<file path="src/rtl/gb_sprite_pkg.sv">
// gb_sprite_pkg: shared sprite-scan limits, scan FSM states and the per-line Y range test
package gb_sprite_pkg;
   localparam int MAX_SPR     = 10;
   localparam int OAM_ENTRIES = 40;
   localparam int Y_OFFSET    = 16;
   typedef enum logic [2:0] {IDLE, SCAN_ADDR, SCAN_EVAL, FETCH_LO, FETCH_HI, DONE} scan_state_e;
   function automatic logic spr_on_line(input logic [7:0] y, input logic [7:0] v, input logic tall);
      logic [8:0] line;
      logic [8:0] top;
      line = {1'b0, v} + 9'(Y_OFFSET);
      top  = {1'b0, y};
      return (line >= top) && (line < top + (tall ? 9'd16 : 9'd8));
   endfunction
endpackage

</file>
<file path="src/rtl/sprite_slot_list.sv">
// sprite_slot_list: per-line list of selected OAM indices, one write port and two read ports
module sprite_slot_list #(
   parameter int N_SLOTS = 10
) (
   input  logic       clk,
   input  logic       reset_n,
   input  logic       wr_en,
   input  logic [3:0] wr_slot,
   input  logic [5:0] wr_idx,
   input  logic [3:0] rd_slot_a,
   output logic [5:0] rd_idx_a,
   input  logic [3:0] rd_slot_b,
   output logic [5:0] rd_idx_b
);
   logic [5:0] list_q [N_SLOTS];
   logic [5:0] list_d [N_SLOTS];
   always_comb begin
      list_d   = list_q;
      rd_idx_a = 6'd0;
      rd_idx_b = 6'd0;
      for (int i = 0; i < N_SLOTS; i++) begin
         if (wr_en && wr_slot == 4'(i)) list_d[i] = wr_idx;
         if (rd_slot_a == 4'(i)) rd_idx_a = list_q[i];
         if (rd_slot_b == 4'(i)) rd_idx_b = list_q[i];
      end
   end
   always_ff @(posedge clk or negedge reset_n) begin
      if (!reset_n) begin
         for (int i = 0; i < N_SLOTS; i++) list_q[i] <= 6'd0;
      end else begin
         list_q <= list_d;
      end
   end
endmodule

</file>
<file path="src/rtl/oam_scan_fetch.sv">
// oam_scan_fetch: per-line OAM Y scan selecting up to MAX_SPR sprites, then a two-plane tile fetch per sprite
module oam_scan_fetch #(
   parameter int MAX_SPR     = gb_sprite_pkg::MAX_SPR,
   parameter int OAM_ENTRIES = gb_sprite_pkg::OAM_ENTRIES
) (
   input  logic       clk,
   input  logic       reset_n,
   input  logic       line_start,
   input  logic [7:0] v_cnt,
   input  logic       size16,
   output logic [7:0] oam_rd_addr,
   input  logic [7:0] oam_rd_data,
   output logic       vram_req,
   input  logic       vram_ack,
   output logic [5:0] spr_idx,
   output logic [1:0] ds,
   output logic       busy,
   output logic       done,
   output logic [3:0] count,
   input  logic [3:0] list_slot,
   output logic [5:0] list_idx
);
   import gb_sprite_pkg::*;
   localparam logic [3:0] MAX_CNT = 4'(MAX_SPR);
   localparam logic [5:0] LAST_N  = 6'(OAM_ENTRIES - 1);
   scan_state_e state_q, state_d;
   logic [5:0] n_q, n_d;
   logic [3:0] k_q, k_d, count_q, count_d;
   logic [7:0] oam_rd_addr_q, oam_rd_addr_d;
   logic       vram_req_q, vram_req_d, busy_q, busy_d, done_q, done_d;
   logic       wr_en, hit, fetching;
   logic [5:0] fetch_idx, slot_idx;
   sprite_slot_list #(.N_SLOTS(MAX_SPR)) u_list (
      .clk       (clk),
      .reset_n   (reset_n),
      .wr_en     (wr_en),
      .wr_slot   (count_q),
      .wr_idx    (n_q),
      .rd_slot_a (k_q),
      .rd_idx_a  (fetch_idx),
      .rd_slot_b (list_slot),
      .rd_idx_b  (slot_idx)
   );
   always_comb begin
      hit     = spr_on_line(oam_rd_data, v_cnt, size16);
      state_d = state_q;
      n_d     = n_q;
      k_d     = k_q;
      count_d = count_q;
      wr_en   = 1'b0;
      if (line_start) begin
         state_d = SCAN_ADDR;
         n_d     = 6'd0;
         count_d = 4'd0;
      end else begin
         case (state_q)
            SCAN_ADDR: state_d = SCAN_EVAL;
            SCAN_EVAL: begin
               // once the list is full, later hits are dropped so the lowest indices win
               wr_en   = hit && (count_q < MAX_CNT);
               count_d = count_q + {3'd0, wr_en};
               n_d     = (n_q == LAST_N) ? n_q : n_q + 6'd1;
               k_d     = 4'd0;
               state_d = (n_q != LAST_N) ? SCAN_ADDR : (count_d != 4'd0) ? FETCH_LO : DONE;
            end
            FETCH_LO: state_d = vram_ack ? FETCH_HI : FETCH_LO;
            FETCH_HI: begin
               k_d     = (vram_ack && k_q != count_q - 4'd1) ? k_q + 4'd1 : k_q;
               state_d = !vram_ack ? FETCH_HI : (k_q == count_q - 4'd1) ? DONE : FETCH_LO;
            end
            DONE:    state_d = IDLE;
            default: state_d = IDLE;
         endcase
      end
      oam_rd_addr_d = (state_d == SCAN_ADDR) ? {n_d, 2'b00} : 8'd0;
      vram_req_d    = (state_d == FETCH_LO) || (state_d == FETCH_HI);
      busy_d        = state_d != IDLE;
      done_d        = state_d == DONE;
   end
   always_ff @(posedge clk or negedge reset_n) begin
      if (!reset_n) begin
         state_q       <= IDLE;
         n_q           <= 6'd0;
         k_q           <= 4'd0;
         count_q       <= 4'd0;
         oam_rd_addr_q <= 8'd0;
         vram_req_q    <= 1'b0;
         busy_q        <= 1'b0;
         done_q        <= 1'b0;
      end else begin
         state_q       <= state_d;
         n_q           <= n_d;
         k_q           <= k_d;
         count_q       <= count_d;
         oam_rd_addr_q <= oam_rd_addr_d;
         vram_req_q    <= vram_req_d;
         busy_q        <= busy_d;
         done_q        <= done_d;
      end
   end
   // a restart pulse wins over a coincident ack, so no plane strobe leaks out
   assign fetching    = (state_q == FETCH_LO) || (state_q == FETCH_HI);
   assign ds          = (!vram_ack || line_start) ? 2'b00 :
                        (state_q == FETCH_LO) ? 2'b01 : (state_q == FETCH_HI) ? 2'b10 : 2'b00;
   assign spr_idx     = fetching ? fetch_idx : 6'd0;
   assign list_idx    = (list_slot < count_q) ? slot_idx : 6'd0;
   assign oam_rd_addr = oam_rd_addr_q;
   assign vram_req    = vram_req_q;
   assign busy        = busy_q;
   assign done        = done_q;
   assign count       = count_q;
endmodule
</file>
<file path="config.mk">
export PLATFORM = sky130hd
export DESIGN_NAME = oam_scan_fetch
export DESIGN_NICKNAME = d
export VERILOG_FILES = /design/src/rtl/gb_sprite_pkg.sv /design/src/rtl/sprite_slot_list.sv /design/src/rtl/oam_scan_fetch.sv
export SDC_FILE = /design/constraint.sdc
export NUM_CORES = 1
export LEC_CHECK = 0
export ABC_AREA = 1
export BUFFER_PORTS_ARGS = -buffer_cell sky130_fd_sc_hd__buf_2
export CORE_ASPECT_RATIO = 0.5
export CORE_MARGIN = 5
export CORE_UTILIZATION = 24
export DETAILED_ROUTE_END_ITERATION = 8
export HOLD_SLACK_MARGIN = 0.05
export PLACE_DENSITY_LB_ADDON = 0.1
export SLEW_MARGIN = 20
export SYNTH_ARGS = -nofsm -noshare
export SYNTH_HDL_FRONTEND = slang
export SYNTH_SLANG_ARGS = --single-unit
export TNS_END_PERCENT = 20
</file>
<file path="constraint.sdc">
create_clock -name clk -period 3.2 [get_ports clk]
set_input_delay 0.48 -clock clk [delete_from_list [all_inputs] [get_ports clk]]
set_output_delay 0.48 -clock clk [all_outputs]
set_load 0.01 [all_outputs]
</file>
==> results of run 1 <==
[power breakdown]
part	total (uW)	switching (uW)	internal [uW]
Sequential	1130	25.0	1110
Combinational	495	323	172
Clock	1000	457	545
Total	2630	806	1820
[final timing paths]
kind	slack [ns]	from	end
worst min register to register	0.49	u_list.list_q[9]	u_list.list_q[9]
worst max register to register	0.89	count[3]	oam_rd_addr[6]
min in group clk	0.44	line_start	n_q[5]
worst min-delay path	0.16	reset_n	done
worst max-delay path	0.14	size16	oam_rd_addr[2]
max in group asynchronous	2.25	reset_n	k_q[2]
[placed cells by master, fill, tap and decap left out, types with 3 or more instances in the layout]
master	Yosys	layout
a21oi_1	27	27
buf_2	5	49
buf_4	6	27
clkbuf_16	0	9
clkinv_2	0	3
dfrtp_1	86	85
ha_1	31	27
ha_4	0	3
inv_1	119	116
inv_2	3	5
nand2_1	245	244
nand2_2	2	3
nand2_4	3	3
nand3_1	112	108
nand3_2	3	6
nand4_1	7	7
nor2_1	72	66
nor2_2	0	4
nor2_4	1	3
nor3_1	13	12
o21ai_0	61	61
or2_0	3	3
or2_2	10	10
xnor2_1	5	4
xor2_1	7	6
[critical path, stage by stage]
cell and delay [ns]:
buf_8 0.10, inv_4 0.05, ha_4 0.12, inv_2 0.03, fa_2 0.34, nor3_2 0.19
xor2_1 0.17, ha_1 0.25, nand2_2 0.10, o21a_1 0.11, nand2_1 0.05, nor2_2 0.11
nand3_2 0.09, inv_2 0.07, ha_4 0.15, nand3_4 0.08, xor2_2 0.18, nand3_2 0.10
nor2_1 0.04, a21oi_1 0.10, nand2_1 0.10, nand2_4 0.10, nand3_4 0.11, nor2_2 0.11
[routing by layer]
layer	track usage (%)	wire, um
met1	20.76	9902
met2	22.54	8701
met3	2.698	781
met4	3.524	353
met5	0	0
[layout make-up]
cell class	count	area, um^2
clock inverter	4	22.52
multi-input combinational	619	3232
inverter	122	460.4
tap	315	394.1
sequential	86	2153
fill	2704	17010
clock buffer	12	246.5
timing repair buffer	79	503.0
[repair_timing]
action | in CTS | in global routing
gates resized for setup | 2 | 20
pin swaps | 0 | 16
buffers inserted | 0 | 3
setup endpoints to repair | 8 | 17
[metrics by stage]
| stage | cells | util, % | hold slack, ns | setup WS (ns) | TNS, ns |
|---|---|---|---|---|---|
| global route | 1237 | 29.19 | 0.2027 | -0.1280 | -0.8281 |
| global placement | 1218 | 27.58 | 0.4616 | -0.3535 | -4.452 |
| detailed placement | 1218 | 27.58 | 0.4702 | -0.3933 | -5.697 |
| floorplan | 852 | - | 0.1844 | 0.01238 | 0 |
| CTS | 1234 | 28.73 | 0.1788 | -0.01292 | -0.04070 |
| finish | 1237 | 29.19 | 0.1641 | 0.1370 | 0 |
[registers in the layout, summed over array words and instances (netlist names)]
signal and cells:
u_list.list_q 60, n_q 6, oam_rd_addr 6, count 4, k_q 4, state_q 3
busy 1, done 1, vram_req 1
[logic make-up (layout without fill, tap and decap cells)]
| group | after synthesis | in the layout | synth area share [%] |
|---|---|---|---|
| simple gates | 474 | 474 | 35.29 |
| buf+inv | 147 | 217 | 10.30 |
| compound gates | 99 | 99 | 8.827 |
| flops | 86 | 86 | 36.76 |
| fa+ha+maj | 32 | 32 | 6.967 |
| xor+xnor | 12 | 12 | 1.795 |
| other cells | 1 | 2 | 0.06405 |
==> impl_metrics.py, run 1 <==
metrics = {
    "critical_path": {
        "criticalPathCategory": "in -> reg",
        "path_max_fanout": 6,
        "crit_arrival_ns": 3.35,
        "worstSetupStartpointType": "input port",
        "required_ns": 3.49,
        "endpoint_kind": "flip-flop",
        "ff2ff_path_depth": 15,
    },
    "cells_and_area": {
        "drive_above_1_share_pct": 15.18,
        "syn2layout_area_growth_pct": 19.77,
        "nets": 974,
        "stdcell_area_um2": 7012,
        "antenna_cells": 0,
    },
    "synth": {
        "synth-seq-cells": 86,
        "netlist_instances": 851,
        "synthArstFlopShare_pct": 100.0,
        "yosysUniqueCellTypes": 35,
        "synth_area_leaders": "dfrtp_1, nand2_1, nand3_1, inv_1, ha_1",
        "synth.top_cells.by_count": "nand2_1, inv_1, nand3_1",
        "ys_warn_count": 0,
        "ys.flop_type": "dfrtp_1",
        "synth.most_common_cell": "nand2_1",
        "synth_edf_count": 0,
        "netlist.area_leader.share_pct": 36.76,
        "synth_top_cell_by_area": "dfrtp_1",
        "yosysSeqAreaShare_pct": 36.76,
        "avgSynthCellArea_um2": 6.879,
        "syn-cell-area_um2": 5854,
    },
    "timing": {
        "max_freq_ghz": 0.3265,
        "max_slew_margin_pct": 44.72,
        "finalClockSkew_ns": 0.004535,
        "final_period_minus_worst_setup_slack_ns": 3.063,
        "drv_slew": 0,
        "period_share_pct": 95.72,
        "worstMarginPinSlew_ns": 0.8291,
        "setup_viol": 0,
        "grt_setup_unrepaired": "true",
        "hold_viol": 0,
    },
    "grt": {
        "grt_first_pass_wirelength_mm": 31.33,
        "grt_pass1_vias": 5407,
        "grt_max_degree": 46,
        "overflow": 0,
        "antenna_found_initial": 0,
        "grt_use_total_pct": 14.45,
    },
    "pwr": {
        "p_per_area_nw_per_um2": 374.8,
        "p_total_uw": 2628,
        "ir_drop_uv": 236.8,
        "p_leak_uw": 0.003804,
    },
    "placement": {
        "place.port_buffers": 51,
        "routabilityCongestion": 0.8376,
        "dp_hpwl_mm": 14.88,
        "place_area_um2": 6625,
    },
    "clocking": {
        "htree_levels": 3,
        "numCtsBuffers": 9,
        "clock_latency_ns": 0.35,
        "clockBufferDepth": 2,
        "cts_hold_buf": 0,
        "cts.sinks": 86,
        "clk_pin_slew_ns": 0.06,
        "cts-root-buf": "clkbuf_16",
        "cts_tree": "done",
    },
    "routing": {
        "first_pass_iters": 6,
        "via_count": 5536,
        "drt_iter0_markers": 367,
        "drcViolationCount": 0,
        "ant_nets": 0,
        "finalWirelength_mm": 19.74,
        "post_drt_wl_per_cell_um": 15.96,
        "via_per_inst": 4.475,
    },
    "run_status": {
        "outcome": "finished clean",
    },
    "floorplan": {
        "fp.dieW_um": 230.9,
        "die-area_um2": 27810,
        "die_h_um": 120.4,
        "ioPinCount": 54,
        "rows": 40,
        "core_um2": 24020,
        "start_util_pct": 24.37,
    },
    "hold_path": {
        "hold_path_class": "in -> async",
    },
    "job": {
        "cap_violations": 0,
    },
}
(Power assumes the default switching activity.)
==> run 2, diff against run 1 <==
==> constraint.sdc (replaced) <==
create_clock -name clk -period 3.9 [get_ports clk]
set_input_delay 0.585 -clock clk [delete_from_list [all_inputs] [get_ports clk]]
set_output_delay 0.585 -clock clk [all_outputs]
set_load 0.01 [all_outputs]
==> run 2 against run 1 <==
Against the previous run: cell count down 1.5%; core utilization down 1.1 points; final area down 3.8%; critical endpoint is now oam_rd_addr[5]; highest routed layer unchanged.
==> impl_metrics.py, run 2 (same netlist as run 1, synthesis figures left out) <==
metrics = {
    "run_status": {
        "outcome": "finished clean",
    },
    "timing": {
        "grt_setup_unrepaired": "false",
        "worstMarginPinSlew_ns": 0.7965,
        "hold_viol": 0,
        "period_share_pct": 89.33,
        "finalClockSkew_ns": 0.01612,
        "drv_slew": 0,
        "final_period_minus_worst_setup_slack_ns": 3.484,
        "setup_viol": 0,
        "max_freq_ghz": 0.2871,
        "max_slew_margin_pct": 46.49,
        "setup-tns-final_ns": 0,
    },
    "clocking": {
        "numCtsBuffers": 9,
        "cts-root-buf": "clkbuf_16",
        "ctsResizeCount": 0,
        "cts_hold_buf": 0,
        "clk_pin_slew_ns": 0.07,
        "post_cts.repair.setup_buffers": 0,
        "clock_latency_ns": 0.36,
        "cts.sinks": 86,
        "htree_levels": 3,
        "clockBufferDepth": 2,
        "cts_tree": "done",
    },
    "floorplan": {
        "core_um2": 24020,
        "die-area_um2": 27810,
        "rows": 40,
        "start_util_pct": 24.37,
        "ioPinCount": 54,
        "die_h_um": 120.4,
        "fp.dieW_um": 230.9,
    },
    "placement": {
        "dp_hpwl_mm": 14.89,
        "place_area_um2": 6445,
        "place.port_buffers": 51,
        "routabilityCongestion": 0.8064,
    },
    "cells_and_area": {
        "mostFrequentLayoutCells": "nand2_1, inv_1, nand3_1",
        "syn2layout_area_growth_pct": 15.24,
        "largest-register": "u_list.list_q",
        "stdcell_area_um2": 6746,
        "antenna_cells": 0,
        "largest_register_ffs": 60,
        "nets": 955,
        "drive_above_1_share_pct": 10.96,
        "layout_commonest_cell": "nand2_1",
    },
    "grt": {
        "overflow": 0,
        "antenna_found_initial": 0,
        "grt-busiest-layer": "met2",
        "grt_use_met2_pct": 23.11,
        "grt_use_total_pct": 14.24,
        "grt_first_pass_wirelength_mm": 30.98,
        "grt_pass1_vias": 5226,
        "grt_use_met1_pct": 20.16,
        "grtUsageMet3_pct": 2.393,
        "grt_max_degree": 41,
    },
    "routing": {
        "via_per_inst": 4.534,
        "drcViolationCount": 0,
        "finalWirelength_mm": 19.52,
        "ant_nets": 0,
        "post_drt_wl_per_cell_um": 16.03,
        "drt_iter0_markers": 327,
        "via_count": 5523,
        "first_pass_iters": 5,
    },
    "pwr": {
        "p_sw_share_pct": 29.40,
        "p_total_uw": 2206,
        "ir_drop_uv": 152.5,
        "clock_power_share_pct": 41.1,
        "p_leak_uw": 0.003721,
        "seqPwrFrac_pct": 42.0,
        "p_per_area_nw_per_um2": 327.0,
        "p_int_uw": 1558,
        "pwr-share-comb_pct": 16.9,
        "p_sw_uw": 648.7,
    },
    "critical_path": {
        "r2r-start": "count[3]",
        "crit_start": "size16",
        "crit_arrival_ns": 3.71,
        "worstSetupStartpointType": "input port",
        "criticalPathCategory": "in -> reg",
        "path_max_fanout": 6,
        "required_ns": 4.13,
        "endpoint_kind": "flip-flop",
    },
    "job": {
        "cap_violations": 0,
    },
    "hold_path": {
        "hold_path_class": "in -> async",
    },
}
run 2: changes by cell type in the layout (fill, tap and decap cells not counted), moves of 3 or more:
cell	delta
nand3_2	-3
buf_4	-18
inv_1	+3
nand3_1	+4
nor2_1	+6
ha_1	+4
nor2_2	-4
ha_4	-3
run 2: worst paths after layout:
check                               endpoint  slack [ns]  depth (start not counted)
setup / recovery              oam_rd_addr[5]        0.42                         25
hold / removal                      count[0]        0.20                          1
setup reg to reg              oam_rd_addr[5]        1.57                         15
hold reg to reg             u_list.list_q[9]        0.47                          2
max in group asynchronous  u_list.list_q[37]        2.89                          2
min in group clk            u_list.list_q[9]        0.47                          2
run 2: layout make-up:
cell class,instances,area [um^2]
clock buffers,12,256.5
clock inverters,4,45.04
fillers,2685,17280
inverters,122,457.9
multi-input cells,619,3103
flip-flops and latches,86,2152
well taps,315,394.1
repair buffers,60,337.8
run 2: worst max-delay path: stages:
cell and delay (ns):
buf_2 0.10, inv_1 0.06, ha_1 0.16, inv_1 0.05, fa_1 0.39, nor3_1 0.24
xor2_1 0.10, ha_1 0.28, nand2_1 0.06, nor2_1 0.14, nand2_1 0.07, nor2_1 0.08
nor2_1 0.06, nand3_1 0.07, inv_1 0.04, ha_1 0.18, ha_1 0.29, nor2_1 0.12
nand3_1 0.12, nor2_1 0.11, a21oi_1 0.05, nand2_1 0.10, nand2_4 0.08, nand3_4 0.11
nor2_1 0.05
run 2: routing by layer:
| metal | up-vias | part of all wire (%) |
|---|---|---|
| met4 | 0 | 0.90 |
| met5 | - | 0 |
| met2 | 100 | 46 |
| li1 | 2795 | - |
| met1 | 2615 | 49 |
| met3 | 13 | 3.6 |
run 2: power groups by stage:
stage | Clock, uW | Sequential, uW | Combinational (uW)
2_1_floorplan | 0 | 937 | 246
3_3_place_gp | 0 | 944 | 374
3_5_place_dp | 0 | 943 | 377
4_1_cts | 934 | 927 | 378
5_1_grt | 966 | 929 | 425
6_report | 906 | 927 | 373
run 2: through the flow:
stage          std cells  hold WS [ns]  worst slack [ns]  utilization (%)
3_3_place_gp        1202        0.4558           0.08876            26.83
3_5_place_dp        1202        0.4632           0.02667            26.83
4_1_cts             1218        0.2223            0.3932            28.08
2_1_floorplan        852        0.2894            0.3947                -
5_1_grt             1218        0.2417            0.1224            28.08
6_report            1218        0.2002            0.4163            28.08
==> run 3, diff against run 2 <==
--- a/config.mk
+++ b/config.mk
@@ -12,7 +12,6 @@
 export CORE_UTILIZATION = 24
 export DETAILED_ROUTE_END_ITERATION = 8
 export HOLD_SLACK_MARGIN = 0.05
-export PLACE_DENSITY_LB_ADDON = 0.1
 export SLEW_MARGIN = 20
 export SYNTH_ARGS = -nofsm -noshare
 export SYNTH_HDL_FRONTEND = slang
==> constraint.sdc (replaced) <==
create_clock -name clk -period 4.2 [get_ports clk]
set_input_delay 0.63 -clock clk [delete_from_list [all_inputs] [get_ports clk]]
set_output_delay 0.63 -clock clk [all_outputs]
set_load 0.01 [all_outputs]
==> run 3 against run 2 <==
Against the previous run: die area unchanged; sequential power is 6.4% lower; combinational power fell by 13%; power shrank 4.7%; worst hold slack improved by 0.11 ns; count of clock-buffer cells in the layout fell by 2; clock skew decreased by 0.0066 ns; sequential share of layout area decreased by 0.083 points; setup slack better by 0.13 ns; cell count down 0.25%; critical endpoint is now oam_rd_addr[6].
==> impl_metrics.py, run 3 (same netlist as run 1, synthesis figures left out) <==
metrics = {
    "critical_path": {
        "ff2ff_path_depth": 12,
        "path_cells": "buf_2 > inv_1 > ha_1 > inv_1 > fa_1 > nor3_1 > xor2_1 > ha_1 > nand2_1 > o21a_1 > nand2_1 > nor2_1 > nand3_1 > inv_1 > ha_1 > ha_1 > nor2_1 > nand3_1 > nand2_1 > nand3_2 > nand2_2 > nand3_4 > nor2_1",
        "crit_top_cell": "ha_1",
        "worstReg2RegEnd": "oam_rd_addr[6]",
        "required_ns": 4.49,
        "r2r-start": "n_q[1]",
        "endpoint_kind": "flip-flop",
        "worstSetupStartpointType": "input port",
        "r2r_slack_ns": 1.80,
        "cp_slowest_stage_delay_ns": 0.39,
        "path_max_fanout": 6,
        "criticalPathCategory": "in -> reg",
        "crit_arrival_ns": 3.94,
        "crit_start": "size16",
        "cpMaxStageDelayCell": "fa_1",
    },
    "run_status": {
        "outcome": "finished clean",
    },
    "timing": {
        "max_freq_ghz": 0.2734,
        "final_period_minus_worst_setup_slack_ns": 3.658,
        "setup-tns-final_ns": 0,
        "worstMarginPinSlew_ns": 0.7931,
        "setup_viol": 0,
        "period_share_pct": 87.10,
        "max_slew_margin_pct": 47.13,
        "grt_setup_unrepaired": "false",
        "hold_viol": 0,
        "hold-worst-slack_ns": 0.3059,
        "finalClockSkew_ns": 0.009527,
        "drv_slew": 0,
    },
    "grt": {
        "grt_pass1_vias": 5362,
        "grt_max_degree": 50,
        "grt_use_total_pct": 12.66,
        "grt_first_pass_wirelength_mm": 28.24,
        "antenna_found_initial": 1,
        "overflow": 0,
    },
    "routing": {
        "post_drt_wl_per_cell_um": 14.29,
        "drt_iter0_markers": 505,
        "drcViolationCount": 0,
        "via_per_inst": 4.565,
        "ant_nets": 0,
        "finalWirelength_mm": 17.37,
        "via_count": 5546,
        "first_pass_iters": 5,
    },
    "cells_and_area": {
        "largest-register": "u_list.list_q",
        "drive_above_1_share_pct": 10.78,
        "syn2layout_area_growth_pct": 15.54,
        "mostFrequentLayoutCells": "nand2_1, inv_1, nand3_1",
        "fillCellCount": 2636,
        "nets": 952,
        "antenna_cells": 0,
        "final_util_pct": 28.16,
        "largest_register_ffs": 60,
        "layout_commonest_cell": "nand2_1",
    },
    "pwr": {
        "p_sw_uw": 605.3,
        "p_leak_uw": 0.003721,
        "p_per_area_nw_per_um2": 310.9,
        "pwr-share-comb_pct": 15.4,
        "p_sw_share_pct": 28.78,
        "p_int_uw": 1498,
        "clock_power_share_pct": 43.4,
        "seqPwrFrac_pct": 41.3,
        "ir_drop_uv": 165.7,
        "p_total_uw": 2103,
    },
    "clocking": {
        "post_cts.repair.setup_buffers": 0,
        "cts_hold_buf": 0,
        "numCtsBuffers": 9,
        "cts-root-buf": "clkbuf_16",
        "clockBufferDepth": 2,
        "cts_tree": "done",
        "clk_pin_slew_ns": 0.07,
        "ctsResizeCount": 0,
        "cts.sinks": 86,
        "clock_latency_ns": 0.35,
        "htree_levels": 3,
    },
    "placement": {
        "routabilityCongestion": 0.9120,
        "dp_hpwl_mm": 13.16,
        "place.port_buffers": 51,
    },
    "floorplan": {
        "start_util_pct": 24.37,
        "fp.dieW_um": 230.9,
        "ioPinCount": 54,
        "rows": 40,
        "die_h_um": 120.4,
        "die-area_um2": 27810,
        "core_um2": 24020,
    },
    "job": {
        "cap_violations": 0,
    },
    "hold_path": {
        "hold_path_class": "in -> async",
    },
}
==> run 3: how the worst max path moves through the flow <==
stage / endpoint / slack, ns
6_report: oam_rd_addr[6] / 0.54
5_1_grt: vram_req / 0.21
4_1_cts: oam_rd_addr[6] / 0.54
3_5_place_dp: vram_req / 0.18
3_3_place_gp: oam_rd_addr[5] / 0.32
2_1_floorplan: vram_req / 0.65
==> run 3: routing by layer <==
layer	track usage, %	up-vias	part of all wire [%]
met5	0	-	0.075
met4	4.525	2	2.7
met3	2.628	32	5.1
met2	21.18	133	47
met1	16.33	2588	45
li1	-	2791	-
==> run 3: critical path, delay by kind of cell <==
family	cells	cell delay [ns]
simple gates	12	1.42
buf+inv	4	0.31
xor+xnor	1	0.20
compound gates	1	0.13
fa+ha+maj	5	1.24
==> run 3: area by class of cell <==
| type | instances | area, um^2 | area share, % |
|---|---|---|---|
| clock buffers | 10 | 239.0 | 3.533 |
| clock inverters | 6 | 102.6 | 1.517 |
| inverters | 122 | 457.9 | 6.770 |
| multi-input cells | 619 | 3103 | 45.87 |
| flip-flops and latches | 86 | 2152 | 31.82 |
| well taps | 315 | 394.1 | 5.827 |
| repair buffers | 57 | 315.3 | 4.661 |
==> run 3: through the flow <==
stage                     cells  instance area (um^2)  setup WS, ns
after floorplan             852                  5858        0.6497
after global placement     1199                  6422        0.3209
after detailed placement   1199                  6422        0.1772
after CTS                  1215                  6764        0.5422
after global routing       1215                  6764        0.2088
final                      1215                  6764        0.5418
==> run 3: power by group through the flow <==
stage	Combinational [uW]	Sequential (uW)	Clock (uW)
after floorplan	228	870	0
after global placement	314	883	0
after detailed placement	322	883	0
after CTS	323	867	931
after global routing	369	869	961
final	323	868	912
